==> src/rtl/fp16_mul_pkg.sv <==
// Shared types for the half-precision multiply path: widths, radix-4 Booth digits, sequencer states.
package fp16_mul_pkg;

    localparam int FRAC_W = 10;
    localparam int SIG_W  = FRAC_W + 1;

    localparam logic [2:0] ZERO = 3'd0;
    localparam logic [2:0] PM1  = 3'd1;
    localparam logic [2:0] PM2  = 3'd2;
    localparam logic [2:0] NM1  = 3'd3;
    localparam logic [2:0] NM2  = 3'd4;

    typedef enum logic [1:0] {
        IDLE = 2'd0,
        STEP = 2'd1,
        DONE = 2'd2
    } state_t;

    // Recode the overlapping multiplier triplet {q[i+1], q[i], q[i-1]} into a Booth digit.
    function automatic logic [2:0] booth_digit(input logic [2:0] c);
        logic [2:0] d;
        case (c)
            3'b001, 3'b010: d = PM1;
            3'b011:         d = PM2;
            3'b100:         d = NM2;
            3'b101, 3'b110: d = NM1;
            default:        d = ZERO;
        endcase
        return d;
    endfunction

endpackage

==> src/rtl/booth_r4_step.sv <==
// One radix-4 Booth iteration: add the recoded multiple of M at the top of P, net arithmetic shift of 2.
// Purely combinational; the caller registers P.
module booth_r4_step
    import fp16_mul_pkg::*;
#(
    parameter int FRAC_W = fp16_mul_pkg::FRAC_W,
    localparam int P_W   = 2 * FRAC_W + 5,
    localparam int A_W   = FRAC_W + 3
) (
    input  logic [P_W-1:0] p,
    input  logic [A_W-1:0] m_pos,
    input  logic [A_W-1:0] m_neg,
    output logic [P_W-1:0] p_next
);

    logic [A_W-1:0] addend;
    logic [P_W-1:0] sum;

    // Pre-shifting P by one keeps the 13-bit +-2M inside 25 bits without overflow.
    always_comb begin
        addend = '0;
        case (booth_digit(p[2:0]))
            PM1:     addend = m_pos;
            PM2:     addend = {m_pos[A_W-2:0], 1'b0};
            NM1:     addend = m_neg;
            NM2:     addend = {m_neg[A_W-2:0], 1'b0};
            default: addend = '0;
        endcase
        sum    = {p[P_W-1], p[P_W-1:1]} + {addend, {(P_W-A_W){1'b0}}};
        p_next = {sum[P_W-1], sum[P_W-1:1]};
    end

endmodule

==> src/rtl/booth_seq_ctrl.sv <==
// Iterative radix-4 Booth significand multiplier: one shared step reused over STEPS cycles.
// Latency 7 cycles accept-to-out_valid (1 for a zero operand when EARLY_ZERO); result held until out_ready.
module booth_seq_ctrl
    import fp16_mul_pkg::*;
#(
    parameter int FRAC_W     = fp16_mul_pkg::FRAC_W,
    parameter bit EARLY_ZERO = 1'b1
) (
    input  logic                  CLK,
    input  logic                  RST,
    input  logic                  in_valid,
    output logic                  in_ready,
    input  logic [FRAC_W-1:0]     in_a,
    input  logic [FRAC_W-1:0]     in_b,
    input  logic                  in_azero,
    input  logic                  in_bzero,
    output logic                  out_valid,
    input  logic                  out_ready,
    output logic [2*FRAC_W+3:0]   s,
    output logic                  busy
);

    localparam int SW    = FRAC_W + 1;
    localparam int P_W   = 2 * FRAC_W + 5;
    localparam int A_W   = FRAC_W + 3;
    localparam int STEPS = (FRAC_W + 2) / 2;
    localparam int CNT_W = $clog2(STEPS + 1);

    state_t           state;
    logic [CNT_W-1:0] cnt;
    logic [P_W-1:0]   p;
    logic [P_W-1:0]   p_next;
    logic [A_W-1:0]   m_pos;
    logic [A_W-1:0]   m_neg;
    logic [SW-1:0]    op_m;
    logic [SW-1:0]    op_q;
    logic             op_zero;

    assign op_m    = {in_azero, in_a};
    assign op_q    = {in_bzero, in_b};
    assign op_zero = EARLY_ZERO && ((op_m == '0) || (op_q == '0));

    booth_r4_step #(.FRAC_W(FRAC_W)) u_step (
        .p      (p),
        .m_pos  (m_pos),
        .m_neg  (m_neg),
        .p_next (p_next)
    );

    always_ff @(posedge CLK or negedge RST) begin
        if (!RST) begin
            state     <= IDLE;
            cnt       <= '0;
            p         <= '0;
            m_pos     <= '0;
            m_neg     <= '0;
            s         <= '0;
            out_valid <= 1'b0;
            in_ready  <= 1'b1;
            busy      <= 1'b0;
        end else begin
            case (state)
                IDLE: begin
                    if (in_valid) begin
                        m_pos    <= {2'b00, op_m};
                        m_neg    <= '0 - {2'b00, op_m};
                        // Multiplier zero-extended to an even width so no final correction is needed.
                        p        <= {{(P_W-SW-1){1'b0}}, op_q, 1'b0};
                        cnt      <= '0;
                        in_ready <= 1'b0;
                        busy     <= 1'b1;
                        if (op_zero) begin
                            state     <= DONE;
                            s         <= '0;
                            out_valid <= 1'b1;
                        end else begin
                            state <= STEP;
                        end
                    end
                end
                STEP: begin
                    p   <= p_next;
                    cnt <= cnt + 1'b1;
                    if (cnt == CNT_W'(STEPS - 1)) begin
                        state     <= DONE;
                        s         <= p_next[P_W-1:1];
                        out_valid <= 1'b1;
                    end
                end
                DONE: begin
                    if (out_ready) begin
                        state     <= IDLE;
                        out_valid <= 1'b0;
                        in_ready  <= 1'b1;
                        busy      <= 1'b0;
                    end
                end
                default: begin
                    state <= IDLE;
                end
            endcase
        end
    end

endmodule

==> config.mk <==
export PLATFORM = sky130hd
export DESIGN_NAME = booth_seq_ctrl
export DESIGN_NICKNAME = d
export VERILOG_FILES = /design/src/rtl/fp16_mul_pkg.sv /design/src/rtl/booth_r4_step.sv /design/src/rtl/booth_seq_ctrl.sv
export SDC_FILE = /design/constraint.sdc
export NUM_CORES = 1
export LEC_CHECK = 0
export ABC_AREA = 1
export CAP_MARGIN = 20
export CORE_MARGIN = 2
export CORE_UTILIZATION = 55
export DETAILED_ROUTE_END_ITERATION = 7
export PLACE_DENSITY = 0.79
export SETUP_SLACK_MARGIN = 0.02
export SLEW_MARGIN = 15
export SYNTH_ARGS = -nofsm -noshare
export SYNTH_HDL_FRONTEND = slang
export SYNTH_SLANG_ARGS = --single-unit
==> constraint.sdc <==
create_clock -name CLK -period 3.02 [get_ports CLK]
set_input_delay 0.604 -clock CLK [delete_from_list [all_inputs] [get_ports CLK]]
set_output_delay 0.604 -clock CLK [all_outputs]
set_load 0.01 [all_outputs]
Word level (Yosys, flattened, before mapping)
Index checks and enable logic that the tools add are counted.
{ "word_totals": {"ramBits": 0, "latchBits": 0, "ff_bits": 81, "rom_bits": 0, "mem_count": 0, "output_inout_bits": 27, "wordCells": 69} }
{ "classes": {"add_sub_neg": 3, "n_mux": 25, "eq_ne": 17, "reduce_logical": 15, "magnitude_cmp": 0, "multipliers": 0, "bitwise": 0, "div": 0, "shift": 0} }
{ "ops": {"columns": ["cell", "count"], "rows": [
  ["$mux 24", 3],
  ["$pmux 13 s4", 1],
  ["$pmux 25 s2", 1],
  ["$pmux 24 s2", 1],
  ["$add 25x25->25", 1],
  ["$mux 25", 1],
  ["$logic_not 11->1", 2],
  ["$eq 3x3->1 const B", 5],
  ["$eq 3x2->1 const B", 4],
  ["$pmux 3 s4", 1],
  ["$sub 1x11->12 const A", 1],
  ["$mux 2", 4],
  ["$ne 2x2->1 const B", 4],
  ["$mux 1", 7],
  ["$eq 3x1->1 const B", 2],
  ["$pmux 2 s3", 1],
  ["$pmux 3 s2", 1],
  ["$reduce_and 3->1", 2],
  ["$reduce_and 5->1", 1],
  ["$pmux 1 s2", 2],
  ["$reduce_and 2->1", 2],
  ["$reduce_and 4->1", 1],
  ["$reduce_bool 2->1", 2],
  ["$reduce_or 2->1", 2],
  ["8 further kinds", 8]
]} }

Logic depth before layout (Yosys ltp)
Gate-level depths: netlist of the first run.
{ "logic_depth": {"depth_word": 8, "depth_mapped": 16, "ltp_nobuf": 15} }

Hierarchy
A second synthesis of the first run with hierarchy kept.
{ "hier_totals": {"cells_unflattened": 597, "hier_area_um2": 4650.7} }
{ "by_module_without_submodules": {"columns": ["mod", "instances", "cells_per_inst", "area_each_um2"], "rows": [
  ["booth_seq_ctrl", 1, 392, 3527.1],
  ["booth_r4_step", 1, 205, 1123.6]
]} }

Worst setup path before layout of the first run
Ideal clock, no wire load.
{ "synth_path": {"path_type": "reg2reg", "startpoint": "register p[1]", "endpoint": "register s[19]", "slack_ns": 0.695, "arrival_ns": 2.208, "required_time_ns": 2.903, "n_path_buf": 1, "stages_incl_launch_ff": 14, "path_cell_list": "dfrtp_1 -> or2_2 -> a21oi_1 -> buf_2 -> a22oi_1 -> nand3_1 -> ha_1 -> nand2_1 -> inv_1 -> a21oi_1 -> nand3_1 -> or2_2 -> nand3_1 -> nand2_1"} }
{ "synth_via": {"elab_chain_len": 8, "elab_cells_between_ends": 17} }
{ "synth_lines": {"columns": ["item", "line_no", "text"], "rows": [
  ["start, declared", "booth_seq_ctrl.sv:31", "logic [P_W-1:0] p;"],
  ["start signal, assigned", "booth_seq_ctrl.sv:68", "p <= {{(P_W-SW-1){1'b0}}, op_q, 1'b0};"],
  ["start signal, assigned", "booth_seq_ctrl.sv:82", "p <= p_next;"],
  ["$eq 3x3->1, or another cell as far along", "fp16_mul_pkg.sv:22", "case (c)"],
  ["$reduce_or 2->1", "fp16_mul_pkg.sv:22", null],
  ["$pmux 3 s4", "fp16_mul_pkg.sv:22", null],
  ["$eq 3x3->1, or another cell as far along", "booth_r4_step.sv:22", "case (booth_digit(p[2:0]))"],
  ["$pmux 13 s4", "booth_r4_step.sv:22", null],
  ["$add 25x25->25 *", "booth_r4_step.sv:29", "sum = {p[P_W-1], p[P_W-1:1]} + {addend, {(P_W-A_W){1'b0}}};"],
  ["$mux 24 *", "booth_seq_ctrl.sv:84", "if (cnt == CNT_W'(STEPS - 1)) begin"],
  ["$pmux 24 s2 *", "booth_seq_ctrl.sv:62", "case (state)"],
  ["end signal, assigned", "booth_seq_ctrl.sv:86", "s <= p_next[P_W-1:1];"],
  ["end, declared", "booth_seq_ctrl.sv:19", "output logic [2*FRAC_W+3:0] s,"]
]} }
Every way passes the cells marked *; elsewhere a longest branch is shown, timed or not. The select of a mux whose other input is x is not followed.
A chain may end at the register's enable or synchronous reset.

Worst setup path after layout of the first run
Same ends and word-level chain as after synthesis.

==> results.json, run 1 <==
{
  "result_of_the_run": "finished, final reports clean",
  "setup_tns_ns": 0,
  "yosysTopAreaCellShare_pct": 44.39,
  "worst_clock_skew_ns": 0.01042,
  "critical_path_class": "reg -> reg",
  "finish.cell_count_without_fillers": 718,
  "num_cts_buffers": 9,
  "num_io_pins": 53,
  "routabilityCongestion": 0.9157,
  "groute.usage.overall_pct": 25.19,
  "timing_max_transition_violations_final": 0,
  "multi_input_area_sq_um": 2034,
  "synthMostInstantiatedCell": "sky130_fd_sc_hd__nand2_1",
  "post_synth_num_cell_types": 32,
  "synth_top_cell_by_area": "sky130_fd_sc_hd__dfrtp_1",
  "sequential_cell_area_sq_um": 1928,
  "cts-resized-gates": 0,
  "clkSinkCount": 77,
  "seq_area_frac_synth_pct": 45.01,
  "syn_avg_cell_area_sq_um": 7.609,
  "drtAntennaViolNets": 0,
  "grt_setup_unrepaired": "false",
  "dr_total_vias": 3837,
  "clockRootBuffer": "sky130_fd_sc_hd__clkbuf_8",
  "count_of_cells_along_the_worst_register_to_register_path": 15,
  "port_buffers": 52,
  "seq_power_share_pct": 30.9,
  "worst_setup_path_start_kind": "flop",
  "timing.critical_path.fanout_max": 11,
  "drv.max_cap_violation_count": 0,
  "detailedRoute.firstIterationViolations": 212,
  "vdd_ir_drop_max_uv": 687.2,
  "power_switching_mw": 2.633,
  "overall_die_height_um": 92.26,
  "drc": 0,
  "clock_tree_from_tritoncts": "yes",
  "die_width_um": 92.26,
  "synth_seq_cells": 77,
  "synthTopCellsByCount": "sky130_fd_sc_hd__nand2_1 (201), sky130_fd_sc_hd__dfrtp_1 (76), sky130_fd_sc_hd__inv_1 (51), sky130_fd_sc_hd__nand3_1 (49), sky130_fd_sc_hd__nor2_1 (41)",
  "ys.flop_type": "sky130_fd_sc_hd__dfrtp_1",
  "post_dp_cell_area_sq_um": 4883,
  "grt_antenna_before_repair": 0,
  "fill_cells": 656,
  "clock_power_share_pct": 14.2,
  "synth_enable_flop_cells": 0,
  "synthToLayoutAreaGrowth_pct": 18.66,
  "timing.final.crit_share_pct": 84.61,
  "drt-pass1-iter-count": 5,
  "final_count_of_negative_setup_slack_endpoints": 0,
  "finalWirelength_mm": 9.898,
  "min-delay-path-class": "in -> async",
  "netlist_instances": 563,
  "post-dp-hpwl_mm": 7.286,
  "die_area_sq_um": 8511,
  "placement_rows": 32,
  "cts_hold_repair.buffers": 0,
  "timing_hold_violations_final": 0,
  "synth.top_cells.by_area": "sky130_fd_sc_hd__dfrtp_1 (44%), sky130_fd_sc_hd__nand2_1 (18%), sky130_fd_sc_hd__nand3_1 (5.7%), sky130_fd_sc_hd__inv_1 (4.5%), sky130_fd_sc_hd__ha_1 (4.4%)",
  "core_sq_um": 7647,
  "vias_in_the_first_global_route": 3604,
  "pin_count_of_the_biggest_net_entering_global_routing": 78,
  "layout.core_utilization_pct": 66.48,
  "worstMarginPinSlew_ns": 0.9339,
  "ys.warnings.count": 0,
  "synth_async_sr_flop_share_pct": 100.0,
  "cp.arrival_ns": 2.80,
  "nNetsFinal": 656,
  "end_kind": "flop",
  "post_drt_wl_per_cell_um": 13.79,
  "whs_ns": 0.3819,
  "post_route_cells_drive_above_1_share_pct": 7.630,
  "share_comb_of_total_power_pct": 54.9,
  "achievable-frequency_ghz": 0.3913,
  "cellLeakagePower_nw": 2.559,
  "grt_pass1_wl_mm": 16.78,
  "floorplan.initialDensity_pct": 56.02,
  "slew_headroom_pct": 37.74,
  "p_int_mw": 3.177,
  "finalWorstPathRequiredPeriod_ns": 2.555,
  "clock_path_buffers": 2,
  "post-cts-setup-buffer-count": 0,
  "powerDensity_nw_per_um2": 1143,
  "insertedDiodeCount": 0,
  "ctsHtreeMaxLevel": 3,
  "clk-insertion-delay-late_ns": 0.35,
  "globalRoute.totalOverflow": 0,
  "netSwitchingFraction_pct": 45.32,
  "clock_input_transition_at_the_sequential_cells_of_the_worst_setup_and_hold_paths_ns": 0.08,
  "syn-num-nets": 605,
  "synthesis.area_sq_um": 4284,
  "route.detailed.vias_per_inst": 5.344,
  "placed_cells": 705,
  "fin_area_sq_um": 5084,
  "required_ns": 3.26
}
-- worst paths after layout --
| kind | start | endpoint | slack (ns) |
|---|---|---|---|
| min | RST | s[6] | 0.38 |
| max in group asynchronous | RST | m_pos[5] | 2.02 |
| min in group CLK | in_ready | in_ready | 0.47 |
| max | p[1] | s[19] | 0.46 |
| min reg2reg | in_ready | in_ready | 0.47 |
| max reg2reg | p[1] | s[19] | 0.46 |
-- routing by layer --
| metal | up-vias | wire (um) | GRT usage, % |
|---|---|---|---|
| met4 | 0 | 149 | 9.328 |
| met3 | 9 | 474 | 3.780 |
| met5 | - | 0 | 0 |
| li1 | 1936 | - | - |
| met1 | 1792 | 4402 | 32.94 |
| met2 | 100 | 4871 | 42.59 |
-- cell type report --
class	instances	area share [%]
well taps	102	2.510
clock inverters	4	1.501
repair buffers	60	11.62
inverters	54	3.987
clock buffers	9	2.437
flip-flops and latches	77	37.93
multi-input cells	412	40.02
-- critical path, stage by stage, from the launching register on --
cell	delay [ns]
sky130_fd_sc_hd__dfrtp_1	0.42
sky130_fd_sc_hd__or2_2	0.32
sky130_fd_sc_hd__a21oi_1	0.13
sky130_fd_sc_hd__buf_4	0.19
sky130_fd_sc_hd__a22oi_1	0.08
sky130_fd_sc_hd__nand3_1	0.12
sky130_fd_sc_hd__ha_1	0.29
sky130_fd_sc_hd__nand2_1	0.10
sky130_fd_sc_hd__nand2_1	0.08
sky130_fd_sc_hd__inv_1	0.11
sky130_fd_sc_hd__nand2_1	0.06
sky130_fd_sc_hd__nand2_1	0.05
sky130_fd_sc_hd__nand3_1	0.07
sky130_fd_sc_hd__or2_2	0.30
sky130_fd_sc_hd__nand3_1	0.09
sky130_fd_sc_hd__nand2_1	0.05
-- power groups by stage --
stage / combinational, mW / clock [mW] / sequential [mW]
floorplan: 2.28 / 0 / 1.78
CTS: 3.19 / 0.835 / 1.79
detailed placement: 3.16 / 0 / 1.81
global placement: 3.06 / 0 / 1.79
finish: 3.19 / 0.826 / 1.79
global route: 3.61 / 0.888 / 1.84
-- through the flow --
step / setup WS, ns / total power [mW]
CTS: 0.4761 / 5.813
global placement: 0.4927 / 4.856
finish: 0.4647 / 5.810
detailed placement: 0.4237 / 4.970
floorplan: 0.6947 / 4.059
global route: 0.2068 / 6.337
-- layout by cell type (no fill, tap or decap), types with 2 or more instances in the layout --
master,netlist,final
sky130_fd_sc_hd__a21oi_1,12,12
sky130_fd_sc_hd__a22oi_1,13,13
sky130_fd_sc_hd__buf_4,1,8
sky130_fd_sc_hd__bufinv_16,0,2
sky130_fd_sc_hd__clkbuf_8,0,9
sky130_fd_sc_hd__clkdlybuf4s50_1,0,51
sky130_fd_sc_hd__dfrtp_1,76,76
sky130_fd_sc_hd__ha_1,15,15
sky130_fd_sc_hd__inv_1,51,51
sky130_fd_sc_hd__inv_2,3,3
sky130_fd_sc_hd__nand2_1,201,201
sky130_fd_sc_hd__nand3_1,49,49
sky130_fd_sc_hd__nand4_1,10,10
sky130_fd_sc_hd__nor2_1,41,41
sky130_fd_sc_hd__nor2_2,2,2
sky130_fd_sc_hd__nor3_1,3,3
sky130_fd_sc_hd__o21a_1,11,11
sky130_fd_sc_hd__o21ai_0,21,21
sky130_fd_sc_hd__o21ai_1,7,7
sky130_fd_sc_hd__o21ai_2,11,11
sky130_fd_sc_hd__o22ai_1,2,2
sky130_fd_sc_hd__or2_2,5,5
-- logic make-up after synthesis --
logic type	count (synthesis)	synth area share, %
fa+ha+maj	16	4.848
flops	77	45.01
simple gates	314	30.32
xor+xnor	1	0.2045
buf+inv	74	7.506
compound gates	81	12.12
-- state kept, by name, summed over array words and instances, names as in the netlist --
register,flops
cnt,3
s,23
m_pos,10
m_neg,12
state,2
in_ready,1
p,24
out_valid,1
busy,1
(Power assumes the default switching activity.)
==> inputs of run 2 (changes only) <==
- clock period: 3.02 -> 2.4 ns (I/O delays scaled with it)
==> run 2 against run 1 <==
Net effect: the flow now finishes with violations (negative setup slack); critical endpoint is now s[20]; final cell count increased by 5.6%; hold slack got worse by 0.29 ns; clock-buffer cell count increased by 4; worst setup slack got worse by 0.61 ns; via count increased by 11%; largest cell class unchanged.
==> results.json, run 2 (same netlist as run 1, synthesis figures left out) <==
{
  "fill_cells": 516,
  "result_of_the_run": "finished, violations left",
  "post_route_cells_drive_above_1_share_pct": 26.83,
  "cp_slowest_stage_delay_ns": 0.42,
  "floorplan.initialDensity_pct": 56.02,
  "worst_clock_skew_ns": 0.01434,
  "dr_total_vias": 4263,
  "clock_tree_from_tritoncts": "yes",
  "route.detailed.vias_per_inst": 5.624,
  "end_kind": "flop",
  "overall_die_height_um": 92.26,
  "drv.max_cap_violation_count": 0,
  "globalRoute.totalOverflow": 0,
  "timing.final.crit_share_pct": 105.9,
  "top_regs": "p: 24 flops, s: 23 flops, m_neg: 12 flops",
  "timing_max_transition_violations_final": 0,
  "timing.final.ws_setup_ns": -0.1410,
  "num_io_pins": 53,
  "finalWirelength_mm": 12.16,
  "achievable-frequency_ghz": 0.3935,
  "port_buffers": 52,
  "timing.reg2reg.setup_slack_ns": -0.14,
  "drt-pass1-iter-count": 5,
  "worst_setup_path_start_kind": "flop",
  "clock_input_transition_at_the_sequential_cells_of_the_worst_setup_and_hold_paths_ns": 0.09,
  "mostFrequentLayoutCells": "sky130_fd_sc_hd__nand2_1 (172), sky130_fd_sc_hd__dfrtp_1 (75), sky130_fd_sc_hd__clkdlybuf4s50_1 (51), sky130_fd_sc_hd__inv_1 (44), sky130_fd_sc_hd__buf_4 (38)",
  "pin_count_of_the_biggest_net_entering_global_routing": 40,
  "vias_in_the_first_global_route": 4057,
  "finalWorstPathRequiredPeriod_ns": 2.541,
  "slew_headroom_pct": 59.79,
  "worstMarginPinSlew_ns": 0.6025,
  "drc": 0,
  "grt_setup_unrepaired": "true",
  "top_register": "p",
  "die_area_sq_um": 8511,
  "crit_family": "simple AND/OR/NAND/NOR gates",
  "post-dp-hpwl_mm": 7.683,
  "die_width_um": 92.26,
  "placement_rows": 32,
  "post_drt_wl_per_cell_um": 16.04,
  "routabilityCongestion": 0.9265,
  "synthToLayoutAreaGrowth_pct": 37.15,
  "insertedDiodeCount": 0,
  "timing.critical_path.fanout_max": 5,
  "ctsHtreeMaxLevel": 3,
  "slowest_stage": "sky130_fd_sc_hd__dfrtp_1",
  "clk-insertion-delay-late_ns": 0.36,
  "cp_buf_inv_count": 3,
  "drtAntennaViolNets": 0,
  "detailedRoute.firstIterationViolations": 366,
  "layout.cells.most_common": "sky130_fd_sc_hd__nand2_1",
  "groute.usage.overall_pct": 27.46,
  "setup_tns_ns": -1.296,
  "cp_cell_sequence": "or2_4 -> a21oi_4 -> buf_6 -> buf_6 -> a22oi_1 -> nand2_1 -> ha_4 -> nand2_2 -> inv_1 -> a21oi_2 -> nand3_2 -> a21oi_1 -> nand3_2 -> nand2_1",
  "total_power_mw": 9.384,
  "final_count_of_negative_setup_slack_endpoints": 14,
  "clockRootBuffer": "sky130_fd_sc_hd__clkbuf_8",
  "flip_flop_count_of_the_largest_register_after_layout": 24,
  "grt_pass1_wl_mm": 18.49,
  "vdd_ir_drop_max_uv": 840.3,
  "core_sq_um": 7647,
  "nNetsFinal": 693,
  "num_cts_buffers": 9,
  "required_ns": 2.69,
  "grt_antenna_before_repair": 0,
  "clock_path_buffers": 2,
  "min-delay-path-class": "in -> async",
  "cts_hold_repair.buffers": 0,
  "timing_hold_violations_final": 0,
  "cp.arrival_ns": 2.83,
  "failing_checks": "negative setup slack",
  "powerDensity_nw_per_um2": 1597,
  "cellLeakagePower_nw": 2.875,
  "clkSinkCount": 77,
  "critical_path_class": "reg -> reg"
}
[run 2: cell types whose count changed in the layout (fill, tap and decap cells not counted), sizes merged]
| cell | delta |
|---|---|
| clkbuf | +4 |
| bufinv | -1 |
| buf | +37 |
[run 2: report_power, final]
part / switching (mW) / internal [mW]
Combinational: 3.42 / 2.64
Sequential: 0.492 / 1.86
Clock: 0.461 / 0.512
[run 2: path summary, 6_finish.rpt]
kind	endpoint	startpoint	cells past startpoint
max	s[20]	p[1]	14
min	s[6]	RST	1
max reg2reg	s[20]	p[1]	14
min reg2reg	in_ready	in_ready	2
max in group asynchronous	in_ready	RST	2
min in group CLK	in_ready	in_ready	2
[run 2: routing by layer]
metal  routed length (um)  GRT usage (%)  part of all wire (%)  vias to the layer above
met3                  611          4.026                   5.0                       48
met1                 5063          35.70                    42                     2032
met4                  502          12.31                   4.1                        0
met5                    0              0                     0                        -
met2                 5980          45.65                    49                      167
li1                     -              -                     -                     2016
[run 2: layout make-up]
type / instances / area [sq um] / area share (%)
multi-input combinational: 412 / 2515 / 42.80
sequential: 77 / 1929 / 32.84
clock buffer: 13 / 148.9 / 2.534
timing repair buffer: 97 / 903.4 / 15.37
inverter: 54 / 205.2 / 3.492
tap: 102 / 127.6 / 2.172
clock inverter: 3 / 46.29 / 0.7879
[run 2: stage by stage]
| step | hold WS, ns | cells | area (sq um) | setup slack (ns) | util (%) |
|---|---|---|---|---|---|
| 6_report | 0.09016 | 758 | 5876 | -0.1410 | 76.83 |
| 5_1_grt | 0.1251 | 758 | 5876 | -0.2030 | 76.83 |
| 4_1_cts | 0.1049 | 755 | 5504 | 0.01429 | 71.97 |
| 3_5_place_dp | 0.4586 | 730 | 5084 | -0.07330 | 66.48 |
| 3_3_place_gp | 0.4535 | 730 | 5084 | -0.02634 | 66.48 |
| 2_1_floorplan | 0.1844 | 563 | 4284 | 0.07471 | - |
[run 2: repair_timing]
action                     CTS  global route
setup endpoints to repair   15            22
gates resized for setup     32            95
cloned                       1             0
setup buffers                8             4
pin swaps                   11            50
==> inputs of run 3 (changes only) <==
- CORE_UTILIZATION: 55 -> 51
- CTS_CLUSTER_DIAMETER: not set -> 100
- PLACE_DENSITY: 0.79 -> 0.76
- SYNTH_HIERARCHICAL: not set -> 1
- clock period: 2.4 -> 2.1 ns (I/O delays scaled with it)
==> run 3 against run 2 <==
Net effect: the run still ends with negative setup slack left; cell area is 8.6% higher; sequential power rose by 17%; critical path type unchanged; hold slack worse by 0.063 ns; clock skew shrank 0.0033 ns; power increased by 15%; die area is 16% higher; highest routed layer unchanged; clock power is 13% higher; non-clock buffer count is 8 higher.
==> results.json, run 3 <==
{
  "slowest_stage": "sky130_fd_sc_hd__dfrtp_2",
  "min-delay-path-class": "in -> async",
  "synthToLayoutAreaGrowth_pct": 37.15,
  "timing.critical_path.fanout_max": 5,
  "floorplan.initialDensity_pct": 53.07,
  "drc": 0,
  "whs_ns": 0.02706,
  "finish.cell_count_without_fillers": 799,
  "post_drt_wl_per_cell_um": 15.65,
  "placement_rows": 34,
  "clock_path_buffers": 2,
  "timing_hold_violations_final": 0,
  "synth_compound_gate_area_share_pct": 11.14,
  "synthXorXnorAreaFrac_pct": 1.883,
  "synthTopCellsByCount": "sky130_fd_sc_hd__nand2_1 (195), sky130_fd_sc_hd__dfrtp_1 (78), sky130_fd_sc_hd__inv_1 (52), sky130_fd_sc_hd__nand3_1 (45), sky130_fd_sc_hd__nor2_1 (37)",
  "clock_tree_from_tritoncts": "yes",
  "achievable-frequency_ghz": 0.4089,
  "dr_total_vias": 4376,
  "synthMuxAreaShare_pct": 0,
  "cellLeakagePower_nw": 3.104,
  "cts_hold_repair.buffers": 0,
  "pin_count_of_the_biggest_net_entering_global_routing": 40,
  "synth_async_sr_flop_share_pct": 100.0,
  "worst_setup_path_start_kind": "flop",
  "post_synth_num_cell_types": 39,
  "cp.arrival_ns": 2.70,
  "end_kind": "flop",
  "synthesis.area_sq_um": 4651,
  "nNetsFinal": 728,
  "grt_pass1_wl_mm": 19.31,
  "die_width_um": 99.50,
  "cp_slowest_stage_delay_ns": 0.45,
  "crit_top_cell": "sky130_fd_sc_hd__buf_4",
  "post_dp_cell_area_sq_um": 5478,
  "worst_r2r_endpoint": "p[21]",
  "vias_in_the_first_global_route": 4123,
  "cp_cell_sequence": "buf_4 -> nand2_4 -> buf_4 -> o22ai_1 -> a21oi_1 -> nand2_2 -> fa_2 -> buf_4 -> buf_6 -> nand3_4 -> nand3_2 -> nand2_1 -> nand2_1 -> a22o_1",
  "finalWirelength_mm": 12.51,
  "overall_die_height_um": 99.50,
  "drtAntennaViolNets": 0,
  "placed_cells": 766,
  "synth-adder-area-share_pct": 4.466,
  "clockRootBuffer": "sky130_fd_sc_hd__clkbuf_8",
  "drt-pass1-iter-count": 7,
  "dominant_combinational_cell_family_by_area_after_synthesis": "simple AND/OR/NAND/NOR gates",
  "insertedDiodeCount": 0,
  "synthSimpleGateAreaFrac_pct": 30.21,
  "synth.top_cells.by_area": "sky130_fd_sc_hd__dfrtp_1 (42%), sky130_fd_sc_hd__nand2_1 (16%), sky130_fd_sc_hd__nand3_1 (4.8%), sky130_fd_sc_hd__inv_1 (4.2%), sky130_fd_sc_hd__ha_1 (4.0%)",
  "powerDensity_nw_per_um2": 1693,
  "ys.flop_type": "sky130_fd_sc_hd__dfrtp_1",
  "fin_area_sq_um": 6379,
  "required_ns": 2.35,
  "top_register": "p",
  "detailedRoute.firstIterationViolations": 268,
  "top_regs": "p: 25 flops, s: 24 flops, m_neg: 12 flops",
  "clk-insertion-delay-late_ns": 0.36,
  "grt_setup_unrepaired": "true",
  "critical_path_class": "reg -> reg",
  "groute.usage.overall_pct": 24.21,
  "clkSinkCount": 79,
  "final_count_of_negative_setup_slack_endpoints": 24,
  "timing.final.crit_share_pct": 116.4,
  "netlist_instances": 597,
  "seq_area_frac_synth_pct": 42.53,
  "globalRoute.totalOverflow": 0,
  "crit_family": "buffers and inverters",
  "core_sq_um": 8763,
  "mostFrequentLayoutCells": "sky130_fd_sc_hd__nand2_1 (165), sky130_fd_sc_hd__dfrtp_1 (75), sky130_fd_sc_hd__clkdlybuf4s50_1 (51), sky130_fd_sc_hd__buf_4 (47), sky130_fd_sc_hd__inv_1 (46)",
  "worstMarginPinSlew_ns": 0.5144,
  "synthMostInstantiatedCell": "sky130_fd_sc_hd__nand2_1",
  "timing_max_transition_violations_final": 0,
  "post-dp-hpwl_mm": 8.260,
  "timing.reg2reg.setup_slack_ns": -0.35,
  "finalWorstPathRequiredPeriod_ns": 2.445,
  "post_route_cells_drive_above_1_share_pct": 30.82,
  "failing_checks": "negative setup slack",
  "cp_buf_inv_count": 4,
  "syn_avg_cell_area_sq_um": 7.790,
  "synth_enable_flop_cells": 0,
  "clock_input_transition_at_the_sequential_cells_of_the_worst_setup_and_hold_paths_ns": 0.09,
  "num_cts_buffers": 9,
  "vdd_ir_drop_max_uv": 995.5,
  "ys.warnings.count": 6,
  "result_of_the_run": "finished, violations left",
  "count_of_cells_along_the_worst_register_to_register_path": 14,
  "worst_r2r_startpoint": "p[2]",
  "grt_antenna_before_repair": 0,
  "route.detailed.vias_per_inst": 5.477,
  "ctsHtreeMaxLevel": 3,
  "num_io_pins": 53,
  "setup_slack_after_placement_ns": -0.3830,
  "port_buffers": 52,
  "yosysTopAreaCellShare_pct": 41.97,
  "routabilityCongestion": 0.9179,
  "synth_seq_cells": 79,
  "timing.final.ws_setup_ns": -0.3454,
  "synth_top_cell_by_area": "sky130_fd_sc_hd__dfrtp_1",
  "die_area_sq_um": 9899,
  "total_power_mw": 10.80,
  "layout.cells.most_common": "sky130_fd_sc_hd__nand2_1",
  "flip_flop_count_of_the_largest_register_after_layout": 25,
  "worst_clock_skew_ns": 0.01100,
  "slew_headroom_pct": 65.71,
  "drv.max_cap_violation_count": 0
}
-- run 3: cell types whose count changed after synthesis, sizes merged, moves of 7 or more --
cell	change
a22o	+14
buf	+15
a22oi	-11
nand2	+12
o21a	-8
xor2	+8
o21ai	-7
inv	+8
-- run 3: metrics by stage --
step	util [%]	setup TNS, ns
final	72.79	-5.673
after CTS	68.66	-3.730
after global routing	72.79	-8.245
after global placement	62.51	-4.349
after floorplan	-	-0.6940
after detailed placement	62.51	-6.109
-- run 3: timing repair --
item	in CTS	in global routing
buffers inserted	10	7
gates resized for setup	61	61
endpoints found under the setup margin	26	25
pin swaps	55	33
-- run 3: cells by family after synthesis --
family | Yosys count
simple gates | 317
buf+inv | 92
compound gates | 82
flops | 79
fa+ha+maj | 16
other cells | 1
xor+xnor | 10
-- run 3: report_power, final --
part / internal, mW / total, mW / switching [mW]
Sequential: 2.17 / 2.75 / 0.573
Clock: 0.478 / 1.10 / 0.625
Combinational: 3.08 / 6.95 / 3.87
Total: 5.73 / 10.8 / 5.07
-- run 3: worst max-delay path by stage --
stage               start  endpoint  cells after the start
global route         p[2]     p[21]                     14
global placement     p[1]     s[22]                     17
floorplan            p[0]     p[24]                     16
CTS                  p[1]     p[24]                     15
finish               p[2]     p[21]                     14
detailed placement   p[1]     p[23]                     15
-- run 3: area by class of cell --
class                   count  area, sq um
multi-input cells         428         2854
fillers                   616         2385
flip-flops and latches     79         1982
repair buffers            105        959.7
inverters                  63        257.7
clock buffers              10        137.6
well taps                 108        135.1
clock inverters             6        52.55
-- run 3: layer usage --
metal	track usage [%]	share of wire, %
met1	33.17	43
met2	39.50	49
met3	3.443	5.4
met4	8.641	2.8
met5	0	0
